===== src/rtl/lm_sm_sequencer.sv =====
// LM/SM sequencer: walks an 8-bit register mask, moving one register per memory
// transfer, and holds the pipeline stalled while a sequence is active.
module lm_sm_sequencer #(
    parameter int unsigned DATA_W    = 16,
    parameter int unsigned ADDR_W    = 16,
    parameter int unsigned ADDR_STEP = 1
) (
    input  logic              clk_i,
    input  logic              rst_i,
    input  logic              start_i,
    input  logic              is_store_i,
    input  logic [ADDR_W-1:0] base_addr_i,
    input  logic [7:0]        reg_mask_i,
    output logic [2:0]        rf_raddr_o,
    input  logic [DATA_W-1:0] rf_rdata_i,
    output logic              rf_we_o,
    output logic [2:0]        rf_waddr_o,
    output logic [DATA_W-1:0] rf_wdata_o,
    output logic [ADDR_W-1:0] mem_addr_o,
    output logic [DATA_W-1:0] mem_wdata_o,
    output logic              mem_we_o,
    output logic              mem_re_o,
    input  logic [DATA_W-1:0] mem_rdata_i,
    input  logic              mem_ready_i,
    output logic              busy_o,
    output logic              stall_req_o,
    output logic              done_o,
    output logic [3:0]        xfer_cnt_o
);

    typedef enum logic [1:0] {
        StIdle,
        StIssue,
        StDone
    } state_e;

    state_e            state_q, state_d;
    logic [7:0]        mask_q, mask_d;
    logic [ADDR_W-1:0] addr_q, addr_d;
    logic              store_q, store_d;
    logic [3:0]        cnt_q, cnt_d;

    // Current register: highest set mask bit, where bit7 maps to R0.
    logic [2:0] hi_bit;
    logic [2:0] cur_reg;
    logic [7:0] cur_onehot;

    // Priority-encode the pending mask.
    always_comb begin
        hi_bit = 3'd0;
        for (int i = 0; i < 8; i++) begin
            if (mask_q[i]) begin
                hi_bit = 3'(i);
            end
        end
        cur_reg    = 3'd7 - hi_bit;
        cur_onehot = 8'd1 << hi_bit;
    end

    // State and operand registers.
    always_ff @(posedge clk_i or posedge rst_i) begin
        if (rst_i) begin
            state_q <= StIdle;
            mask_q  <= 8'd0;
            addr_q  <= '0;
            store_q <= 1'b0;
            cnt_q   <= 4'd0;
        end else begin
            state_q <= state_d;
            mask_q  <= mask_d;
            addr_q  <= addr_d;
            store_q <= store_d;
            cnt_q   <= cnt_d;
        end
    end

    // Next-state logic; operands are only latched from IDLE so a start while busy is ignored.
    always_comb begin
        state_d = state_q;
        mask_d  = mask_q;
        addr_d  = addr_q;
        store_d = store_q;
        cnt_d   = cnt_q;
        case (state_q)
            StIdle: begin
                if (start_i) begin
                    cnt_d = 4'd0;
                    if (reg_mask_i != 8'd0) begin
                        mask_d  = reg_mask_i;
                        addr_d  = base_addr_i;
                        store_d = is_store_i;
                        state_d = StIssue;
                    end else begin
                        state_d = StDone;
                    end
                end
            end
            StIssue: begin
                if (mem_ready_i) begin
                    // Address advances per completed transfer, wrapping modulo 2^ADDR_W.
                    mask_d = mask_q & ~cur_onehot;
                    addr_d = addr_q + ADDR_W'(ADDR_STEP);
                    cnt_d  = cnt_q + 4'd1;
                    if (mask_d == 8'd0) begin
                        state_d = StDone;
                    end
                end
            end
            StDone: begin
                state_d = StIdle;
            end
            default: begin
                state_d = StIdle;
            end
        endcase
    end

    // Output decode; strobes are only active in ISSUE and are direction-exclusive.
    always_comb begin
        rf_raddr_o  = 3'd0;
        rf_we_o     = 1'b0;
        rf_waddr_o  = 3'd0;
        rf_wdata_o  = mem_rdata_i;
        mem_addr_o  = addr_q;
        mem_wdata_o = rf_rdata_i;
        mem_we_o    = 1'b0;
        mem_re_o    = 1'b0;
        busy_o      = (state_q != StIdle);
        stall_req_o = (state_q != StIdle);
        done_o      = (state_q == StDone);
        xfer_cnt_o  = cnt_q;
        if (state_q == StIssue) begin
            if (store_q) begin
                mem_we_o   = 1'b1;
                rf_raddr_o = cur_reg;
            end else begin
                mem_re_o   = 1'b1;
                rf_waddr_o = cur_reg;
                rf_we_o    = mem_ready_i;
            end
        end
    end

endmodule


===== config.mk =====
export PLATFORM = sky130hd
export DESIGN_NAME = lm_sm_sequencer
export DESIGN_NICKNAME = d
export VERILOG_FILES = /design/src/rtl/lm_sm_sequencer.sv
export SDC_FILE = /design/constraint.sdc
export NUM_CORES = 1
export LEC_CHECK = 0
export CAP_MARGIN = 20
export CORE_MARGIN = 4
export CORE_UTILIZATION = 36
export DETAILED_ROUTE_END_ITERATION = 6
export GPL_ROUTABILITY_DRIVEN = 0
export PLACE_DENSITY = 0.77
export SYNTH_ARGS = -nofsm -noshare
export SYNTH_HDL_FRONTEND = slang
export SYNTH_SLANG_ARGS = --single-unit

===== constraint.sdc =====
create_clock -name clk_i -period 1.5 [get_ports clk_i]
set_input_delay 0.45 -clock clk_i [delete_from_list [all_inputs] [get_ports clk_i]]
set_output_delay 0.45 -clock clk_i [all_outputs]
set_load 0.005 [all_outputs]

==> run_results.csv, run 1 <==
group,metric,value,unit
timing,fin_setup_tns,-11.66,ns
worst_hold_path,hold_path.class,"primary input to register",
synth,syn_nets,326,
final_layout,drive_gt1_share,53.66,%
synth,async_flop_share,100.0,%
timing,worst_pin_slew,0.3520,ns
drt,highest_layer,"met4",
placement,dp_hpwl,5197,µm
drt,final_antenna_net_count,0,
timing,whs,0.3915,ns
cts,cts_tree,"done",
placement,dp_slack,-0.8175,ns
cts,clk_pin_slew,0.07,ns
synth,synth-seq-cells,31,
placement,dp.cells,416,
cts,numCtsBuffers,5,
timing,layout_setup_ws,-0.4328,ns
worst_setup_path,critical_path.top_delay_family,"simple AND/OR/NAND/NOR gates",
placement,placed_cell_area,3307,µm²
final_layout,area_growth,65.31,%
die,placeableCoreArea,6422,µm²
synth,ys_dominant_reg_cell,"dfrtp_1",
drt,drt-initial-drc-count,143,
power_and_ir_drop,irDropWorstVdd,0.0007430,V
worst_setup_path,worstSetupStartpointType,"register",
power_and_ir_drop,pwr_density_cell,2140,nW/µm²
timing,min_period_over_period,128.9,%
global_routing,track_usage,20.34,%
cts,root_buffer,"clkbuf_8",
worst_setup_path,crit_path_max_fanout,3,
power_and_ir_drop,intPower,4.861,mW
die,start_util,37.46,%
timing,max_slew_margin,76.32,%
drt,wl_per_cell,20.38,µm
synth,yosysSeqAreaShare,32.24,%
synth,yosys_warnings,0,
outcome,status,"finished, violations left",
worst_setup_path,critPathMaxStageDelay,0.56,ns
worst_setup_path,cp_cell_sequence,"or4_4, nor3_4, buf_2",
worst_setup_path,crit_path_end_kind,"output pin",
final_layout,nFillCells,508,
synth,synthCells,263,
synth,avgSynthCellArea,9.149,µm²
drt,viasPerCell,5.900,
synth,synth.distinct_cells,59,
cts,cts_sinks,31,
power_and_ir_drop,seqPwrFrac,18.2,%
cts,clock_latency,0.29,ns
drt,vias,2708,
global_routing,antenna_found_initial,0,
final_layout,fin_nets,446,
final_layout,regArea,779.5,µm²
cts,cts.htree.levels,2,
cts,hold_buffers,0,
final_layout,layoutNonFillerInstCount,459,
timing,finClkSkew,0.006633,ns
timing,fmax,0.5174,GHz
worst_setup_path,cp_num_buf_inv,1,
global_routing,grt_pass1_wl,13600,µm
synth,syn_area,2406,µm²
timing,layout_min_cycle_time,1.933,ns
outcome,violations,"negative setup slack",
synth,synth_edf_count,0,
final_layout,multi_input_area,1554,µm²
power_and_ir_drop,swShare,42.89,%
power_and_ir_drop,combPwrFrac,74.4,%
final_layout,fin_area,3978,µm²
timing,slew_viol_final,0,
drt,drtPass1Iterations,5,
timing,hold_violations,0,
die,io_pins,125,
global_routing,grt_pass1_vias,2739,
cts,clk_path_buf_depth,2,
timing,rsz0062_at_grt,"yes",
drt,wl_met1,3468,µm
worst_setup_path,slowest_stage,"or4_4",
drt,dr_wl_met3,723,µm
timing,setup_viol,40,
die,die_h,89.75,µm
global_routing,grt_max_degree,32,
final_layout,num_antenna_cells,0,
worst_setup_path,arrival,1.48,ns
drt,wl,9353,µm
drt,remaining_drc_errors,0,
placement,port-buffer-count,60,
run,cap_viol_max_count,0,
power_and_ir_drop,leakagePower,1.789,nW
worst_setup_path,cp.required,1.05,ns
die,die_w,89.75,µm
die,placementRows,29,
power_and_ir_drop,clkPwrFrac,7.4,%
worst_setup_path,worstSetupPathType,"register to output pin",
global_routing,globalRouteOverflowTotal,0,
power_and_ir_drop,switching_power,3.650,mW
drt,wl_met2,4866,µm
die,dieArea,8055,µm²
==> synthesized netlist by cell type (2+ instances only) <==
library cell | count | share of area, %
nor3_1 | 10 | 2.1
a41oi_1 | 2 | 0.73
o22a_1 | 2 | 0.73
or4_4 | 3 | 1.4
o2bb2a_1 | 3 | 1.2
nor4_1 | 5 | 1.3
buf_2 | 10 | 2.1
o31ai_1 | 2 | 0.62
a21oi_2 | 3 | 1.1
and4_1 | 2 | 0.73
nand2_1 | 19 | 3.0
buf_4 | 33 | 10
a21oi_1 | 13 | 2.7
o21ai_0 | 9 | 1.9
clkbuf_1 | 3 | 0.47
or2_2 | 2 | 0.52
ha_1 | 2 | 1.0
or3_1 | 2 | 0.52
a22o_1 | 10 | 3.6
nand2b_1 | 2 | 0.52
o2bb2ai_1 | 3 | 1.1
inv_1 | 8 | 1.2
a22oi_1 | 2 | 0.62
and2_1 | 2 | 0.52
or4_1 | 2 | 0.62
a31oi_1 | 7 | 1.8
buf_6 | 2 | 0.94
a22o_2 | 2 | 0.83
nand4_1 | 5 | 1.3
o22ai_1 | 9 | 2.3
o41a_1 | 2 | 0.94
and3_1 | 3 | 0.78
clkbuf_8 | 3 | 1.7
o211ai_1 | 4 | 1.2
nor2_1 | 9 | 1.4
nor2b_1 | 3 | 0.78
o2bb2a_4 | 2 | 1.7
o21bai_1 | 2 | 0.62
nand3_1 | 5 | 1.0
mux2i_1 | 2 | 0.83
dfrtp_1 | 31 | 32
==> state kept, by name, summed over array words and instances (netlist names) <==
| register | cells |
|---|---|
| mask_q | 8 |
| mem_addr_o | 16 |
| state_q | 2 |
| store_q | 1 |
| xfer_cnt_o | 4 |
==> area by class of cell <==
type | instances | area share [%]
Timing Repair Buffer | 165 | 36.33
Sequential cell | 31 | 19.60
Inverter | 8 | 0.7550
Multi-Input combinational cell | 172 | 39.07
Tap cell | 77 | 2.422
Clock buffer | 6 | 1.824
==> power by group through the flow <==
stage,Combinational [mW],Sequential (mW),Clock (mW)
2_1_floorplan,2.62,1.68,0
3_5_place_dp,4.72,1.56,0
5_1_grt,6.75,1.58,0.679
6_report,6.33,1.55,0.629
4_1_cts,5.53,1.51,0.618
3_3_place_gp,4.61,1.55,0
==> worst paths after layout <==
kind                                    start            end  slack [ns]  cells past startpoint
min in group asynchronous               rst_i  xfer_cnt_o[3]        0.49                      3
worst min register to register  mem_addr_o[3]  mem_addr_o[3]        0.60                      1
worst max register to register     state_q[1]      mask_q[0]       -0.41                      7
worst max-delay path                mask_q[5]  rf_waddr_o[2]       -0.43                      3
max in group asynchronous               rst_i        store_q        0.81                      3
worst min-delay path            reg_mask_i[6]      mask_q[6]        0.39                      2
==> placed cells by master (no fill, tap or decap), types with 3 or more instances in the layout <==
master            n
a21oi_1           8
a21oi_2           5
a21oi_4           3
a22o_1           10
a31oi_1           5
buf_2            11
buf_4            75
buf_6            34
clkbuf_2          4
clkbuf_8          5
clkdlybuf4s15_1   5
clkdlybuf4s50_1  19
dfrtp_1          28
dfrtp_2           3
dlygate4sd2_1    13
inv_1             7
nand2_1          15
nand2_2           4
nand3_1           4
nand4_1           5
nor2_1            4
nor2_2            3
nor3_1            6
nor3_4            3
nor4_1            4
o211ai_1          4
o21ai_0           6
o21ai_2           3
o22ai_1           3
o22ai_2           4
o2bb2a_4          5
or4_4             4
==> repair_timing <==
item,in CTS,in global routing
setup endpoints to repair,59,43
resized for setup,168,48
setup buffers,26,15
cloned,0,1
pin swaps,31,25
==> stage by stage <==
| step | utilization (%) | power, mW |
|---|---|---|
| finish | 61.93 | 8.512 |
| global route | 61.93 | 9.010 |
| CTS | 58.19 | 7.657 |
| detailed placement | 51.49 | 6.277 |
| global placement | 51.49 | 6.157 |
| floorplan | - | 4.299 |
==> kinds of logic (layout without fill, tap and decap cells) <==
kind of cell / Yosys count / count (layout) / synth area share (%)
multiplexers: 2 / 2 / 0.8321
AO/OA/AOI/OAI: 86 / 86 / 28.34
buffers and inverters: 60 / 179 / 17.52
adder cells (fa/ha/maj): 3 / 3 / 1.456
AND/OR/NAND/NOR: 81 / 81 / 19.60
flip-flops: 31 / 31 / 32.24
==> layer usage <==
metal / track usage (%) / vias up
li1: - / 1200
met1: 23.55 / 1305
met2: 36.59 / 163
met3: 4.591 / 40
met4: 7.535 / 0
met5: 0 / -
(Power assumes the default switching activity.)
==> run 2: changes to the inputs <==
- SETUP_SLACK_MARGIN: not set -> 0.1
==> run_results.csv, run 2 (synthesis gave the netlist of run 1 again) <==
group,metric,value,unit
timing,fmax,0.5207,GHz
placement,port-buffer-count,60,
die,placementRows,29,
final_layout,area_growth,88.35,%
final_layout,largest_reg_flops,16,
cts,clk_pin_slew,0.08,ns
timing,worst_pin_slew,0.3715,ns
cts,clk_path_buf_depth,2,
timing,rsz0062_at_grt,"yes",
worst_setup_path,worstSetupStartpointType,"register",
die,io_pins,125,
final_layout,drive_gt1_share,61.74,%
cts,clock_latency,0.30,ns
timing,hold_violations,0,
outcome,status,"finished, violations left",
die,die_w,89.75,µm
cts,cts_tree,"done",
worst_hold_path,hold_path.class,"primary input to asynchronous set/reset pin",
global_routing,grt_pass1_wl,14370,µm
drt,viasPerCell,6.065,
final_layout,final_common_cell,"buf_4",
cts,cts_sinks,31,
drt,wl_per_cell,22.69,µm
final_layout,post-route-util,70.56,%
placement,dp.cells,415,
global_routing,antenna_found_initial,0,
die,start_util,37.46,%
power_and_ir_drop,leakagePower,2.023,nW
drt,wl_met1,4239,µm
placement,dp_hpwl,5296,µm
cts,numCtsBuffers,5,
final_layout,layoutNonFillerInstCount,490,
timing,layout_setup_ws,-0.4205,ns
drt,drtPass1Iterations,5,
drt,highest_layer,"met4",
timing,setup_viol,39,
final_layout,layout_common_cells,"buf_4, buf_6, dfrtp_1",
final_layout,num_antenna_cells,0,
worst_setup_path,cp.required,1.05,ns
die,dieArea,8055,µm²
power_and_ir_drop,pwr_density_cell,2273,nW/µm²
drt,remaining_drc_errors,0,
global_routing,grt_max_degree,32,
global_routing,grt_pass1_vias,2840,
run,cap_viol_max_count,0,
worst_setup_path,worstSetupPathType,"register to output pin",
outcome,violations,"negative setup slack",
cts,root_buffer,"clkbuf_8",
cts,cts.htree.levels,2,
timing,min_period_over_period,128.0,%
timing,layout_min_cycle_time,1.921,ns
drt,final_antenna_net_count,0,
drt,wl,11120,µm
worst_setup_path,crit_path_max_fanout,3,
drt,wl_met2,5480,µm
die,die_h,89.75,µm
cts,hold_buffers,0,
drt,vias,2972,
timing,slew_viol_final,0,
final_layout,fin_nets,475,
global_routing,track_usage,21.75,%
global_routing,globalRouteOverflowTotal,0,
power_and_ir_drop,irDropWorstVdd,0.0009943,V
worst_setup_path,arrival,1.47,ns
die,placeableCoreArea,6422,µm²
worst_setup_path,crit_path_end_kind,"output pin",
drt,dr_wl_met3,814,µm
drt,drt-initial-drc-count,290,
timing,finClkSkew,0.008570,ns
power_and_ir_drop,power.total,10.30,mW
timing,max_slew_margin,75.21,%
-- run 2: path summary, 6_finish.rpt --
check	start	end	slack, ns	cells past startpoint
max in group asynchronous	rst_i	state_q[0]	0.81	3
min in group clk_i	reg_mask_i[6]	mask_q[6]	0.50	3
max	mask_q[6]	rf_waddr_o[2]	-0.42	3
min	rst_i	mem_addr_o[11]	0.49	3
min reg2reg	mem_addr_o[3]	mem_addr_o[3]	0.62	2
max reg2reg	mem_addr_o[0]	mem_addr_o[13]	-0.37	6
-- run 2: critical path: stages, from the launching register on --
cell	delay, ns
dfrtp_1	0.38
or4_4	0.56
nor3_2	0.11
buf_2	0.13
-- run 2: cell type report --
class	instances	area (µm²)
fill	412	1891
timing repair buffer	194	1829
multi-input combinational	172	1679
sequential	31	779.5
tap	77	96.34
clock buffer	6	82.58
clock inverter	2	35.03
inverter	8	30.03
-- run 2: per-stage QoR --
stage | hold WS (ns) | instance area (µm²) | setup WS, ns | TNS, ns
after floorplan | 0.5080 | 2564 | -0.2298 | -3.321
after global placement | 0.5335 | 3357 | -0.7601 | -21.14
after detailed placement | 0.5320 | 3357 | -0.8041 | -22.23
after CTS | 0.4990 | 4073 | -0.4135 | -8.239
after global routing | 0.4963 | 4532 | -0.4989 | -11.62
final | 0.4882 | 4532 | -0.4205 | -9.968
-- run 2: timing repair --
| item | CTS | global route |
|---|---|---|
| setup buffers | 47 | 27 |
| endpoints found under the setup margin | 59 | 57 |
| endpoints found under the hold margin | 0 | 0 |
| cloned | 1 | 1 |
| pin swaps | 35 | 27 |
| resized for setup | 201 | 78 |
-- run 2: power breakdown --
group	switching (mW)	total (mW)	internal, mW
logic	3.57	7.83	4.25
registers	0.349	1.58	1.23
clock network	0.360	0.897	0.538
-- run 2: routing by layer --
metal / GRT usage [%] / vias up
met3: 4.591 / 55
met1: 25.72 / 1465
met4: 9.451 / 0
met5: 0 / -
met2: 38.03 / 185
li1: - / 1267
==> RTL change, RTL diff (settings of run 1) <==
Encoding of `state_e`: now one-hot (3 bits for 3 states).
--- a/src/rtl/lm_sm_sequencer.sv
+++ b/src/rtl/lm_sm_sequencer.sv
@@ -29,8 +29,8 @@
 );
 
-    typedef enum logic [1:0] {
-        StIdle,
-        StIssue,
-        StDone
+    typedef enum logic [2:0] {
+        StIdle  = 3'b001,
+        StIssue = 3'b010,
+        StDone  = 3'b100
     } state_e;
 
Formal check against the unedited RTL: no difference found for any inputs over 4 cycles, from zero or initial values and one cycle with rst_i high; so few cycles prove little.
==> RTL change against run 1 <==
- the run still ends with setup timing left
- wire length shrank 12%
- area after synthesis shrank 7.1%
- sequential cell count grew 1
- clock skew grew 0.00081 ns
- worst setup slack lost 0.069 ns
- final area shrank 5.3%
- global-route usage grew 1.2 points
- count of clock-buffer cells in the layout is the same
- final cell count shrank 2.8%
- hold slack gained 0.085 ns
- via count shrank 5.3%
- power shrank 12%
- largest cell class unchanged
- highest routed layer unchanged
==> RTL change: results <==
[global_routing]
grt_pass1_wl_mm = 12.60
grt_pass1_vias = 2613
antenna_found_initial = 0
grt_max_degree = 37
track_usage_pct = 21.52

[placement]
placed_cells = 400
postPlaceCellArea_sq_um = 3080
io_buffers = 60
dp_slack_ns = -0.6734
place_hpwl_mm = 4.692

[worst_setup_path]
critPathMaxStageDelay_ns = 0.39
worstPathArrival_ns = 1.55
critPathSlowestCell = "dfrtp_1"
critPathMaxFanout = 2

[synth]
synth.net_count = 320
seq_area_frac_synth_pct = 35.89
synthTopCellsByCount = "buf_4 (35), dfrtp_1 (31), a21oi_1 (21), nand2_1 (21), nor2_1 (20)"
synthFlopType = "dfrtp_1"
netlist-cell-type-count = 56
yosys_warnings = 0
yosys-top-cells-area = "dfrtp_1 (35%), buf_4 (12%), a21oi_1 (4.7%)"
synthCells = 257

[sta]
worstMarginPinSlew_ns = 0.3927
fmax_ghz = 0.4996
setup_viol = 43
fin_tns_setup_ns = -13.56
worst_slack_ns = -0.5015
fin_skew_ns = 0.007447

[outcome]
status = "finished, violations left"
violations = "setup timing"

[detailed_routing]
drt-initial-drc-count = 138
viasPerCell = 5.749
wl_per_cell_microns = 18.45
first_pass_iters = 4

[clock_tree]
htree_num_levels = 2
cts.reportedPaths.clkPinSlew_ns = 0.08
numCtsBuffers = 5
clock_latency_ns = 0.30
ctsRootBufferMaster = "clkbuf_8"

[worst_hold_path]
hold_class = "input pin to asynchronous set/reset pin"

[finish]
nNetsFinal = 433
post_layout_nonfiller_instances = 446
drive_above_1_share_pct = 50.40

[power]
p_leak_nw = 1.646
vdd_drop_max_v = 0.0009584
RTL change: metrics by stage:
stage	hold WS [ns]	util (%)	total power, W
after global routing	0.4913	63.21	0.007892
after floorplan	0.4665	-	0.003518
after CTS	0.4835	61.37	0.007012
after global placement	0.5013	51.72	0.004992
after detailed placement	0.4973	51.72	0.005103
final	0.4765	63.21	0.007454
RTL change: cell families (layout without fill, tap and decap cells):
| kind of cell | after synthesis | in the layout | share of synthesized area [%] |
|---|---|---|---|
| fa+ha+maj | 2 | 2 | 1.120 |
| mux | 2 | 2 | 0.9518 |
| flops | 32 | 32 | 35.89 |
| simple gates | 88 | 89 | 21.33 |
| buf+inv | 52 | 165 | 16.12 |
| compound gates | 81 | 81 | 24.58 |
RTL change: power breakdown:
group | switching, W | internal, W
clock | 0.000360 | 0.000366
sequential | 0.000301 | 0.00126
combinational | 0.00241 | 0.00276
total | 0.00307 | 0.00438
RTL change: final timing paths:
kind                       cells past startpoint       start  slack (ns)            end
max reg2reg                                    7  state_q[0]       -0.38      mask_q[2]
min                                            3       rst_i        0.48  xfer_cnt_o[3]
max                                            5  state_q[2]       -0.50        rf_we_o
min in group clk_i                             1   mask_q[0]        0.53      mask_q[0]
max in group asynchronous                      3       rst_i        0.76  mem_addr_o[7]
min reg2reg                                    1   mask_q[0]        0.53      mask_q[0]
RTL change: area by class of cell:
cell class              instances  area, sq um
fillers                       488         2191
well taps                      75        93.84
clock buffers                   6        82.58
clock inverters                 2        10.01
multi-input cells             174         1394
repair buffers                151         1355
flip-flops and latches         32        807.0
inverters                       6        22.52
RTL change: timing repair:
| action | in CTS | in global routing |
|---|---|---|
| buffers inserted | 35 | 7 |
| resized for setup | 155 | 36 |
| pin swaps | 30 | 24 |
| gates cloned | 4 | 0 |
| endpoints found under the setup margin | 62 | 47 |
RTL change: tightest hold or removal path: stages:
cell             delay, ns
clkdlybuf4s50_1       0.40
inv_1                 0.07
buf_4                 0.22
RTL change: per-layer routing:
metal,share of wire [%],up-vias,routed length [microns],GRT usage (%)
met5,0,-,0,0
met4,3.1,0,252,9.207
met3,6.5,32,534,4.373
met2,52,121,4309,38.30
met1,38,1270,3133,24.76
li1,-,1141,-,-
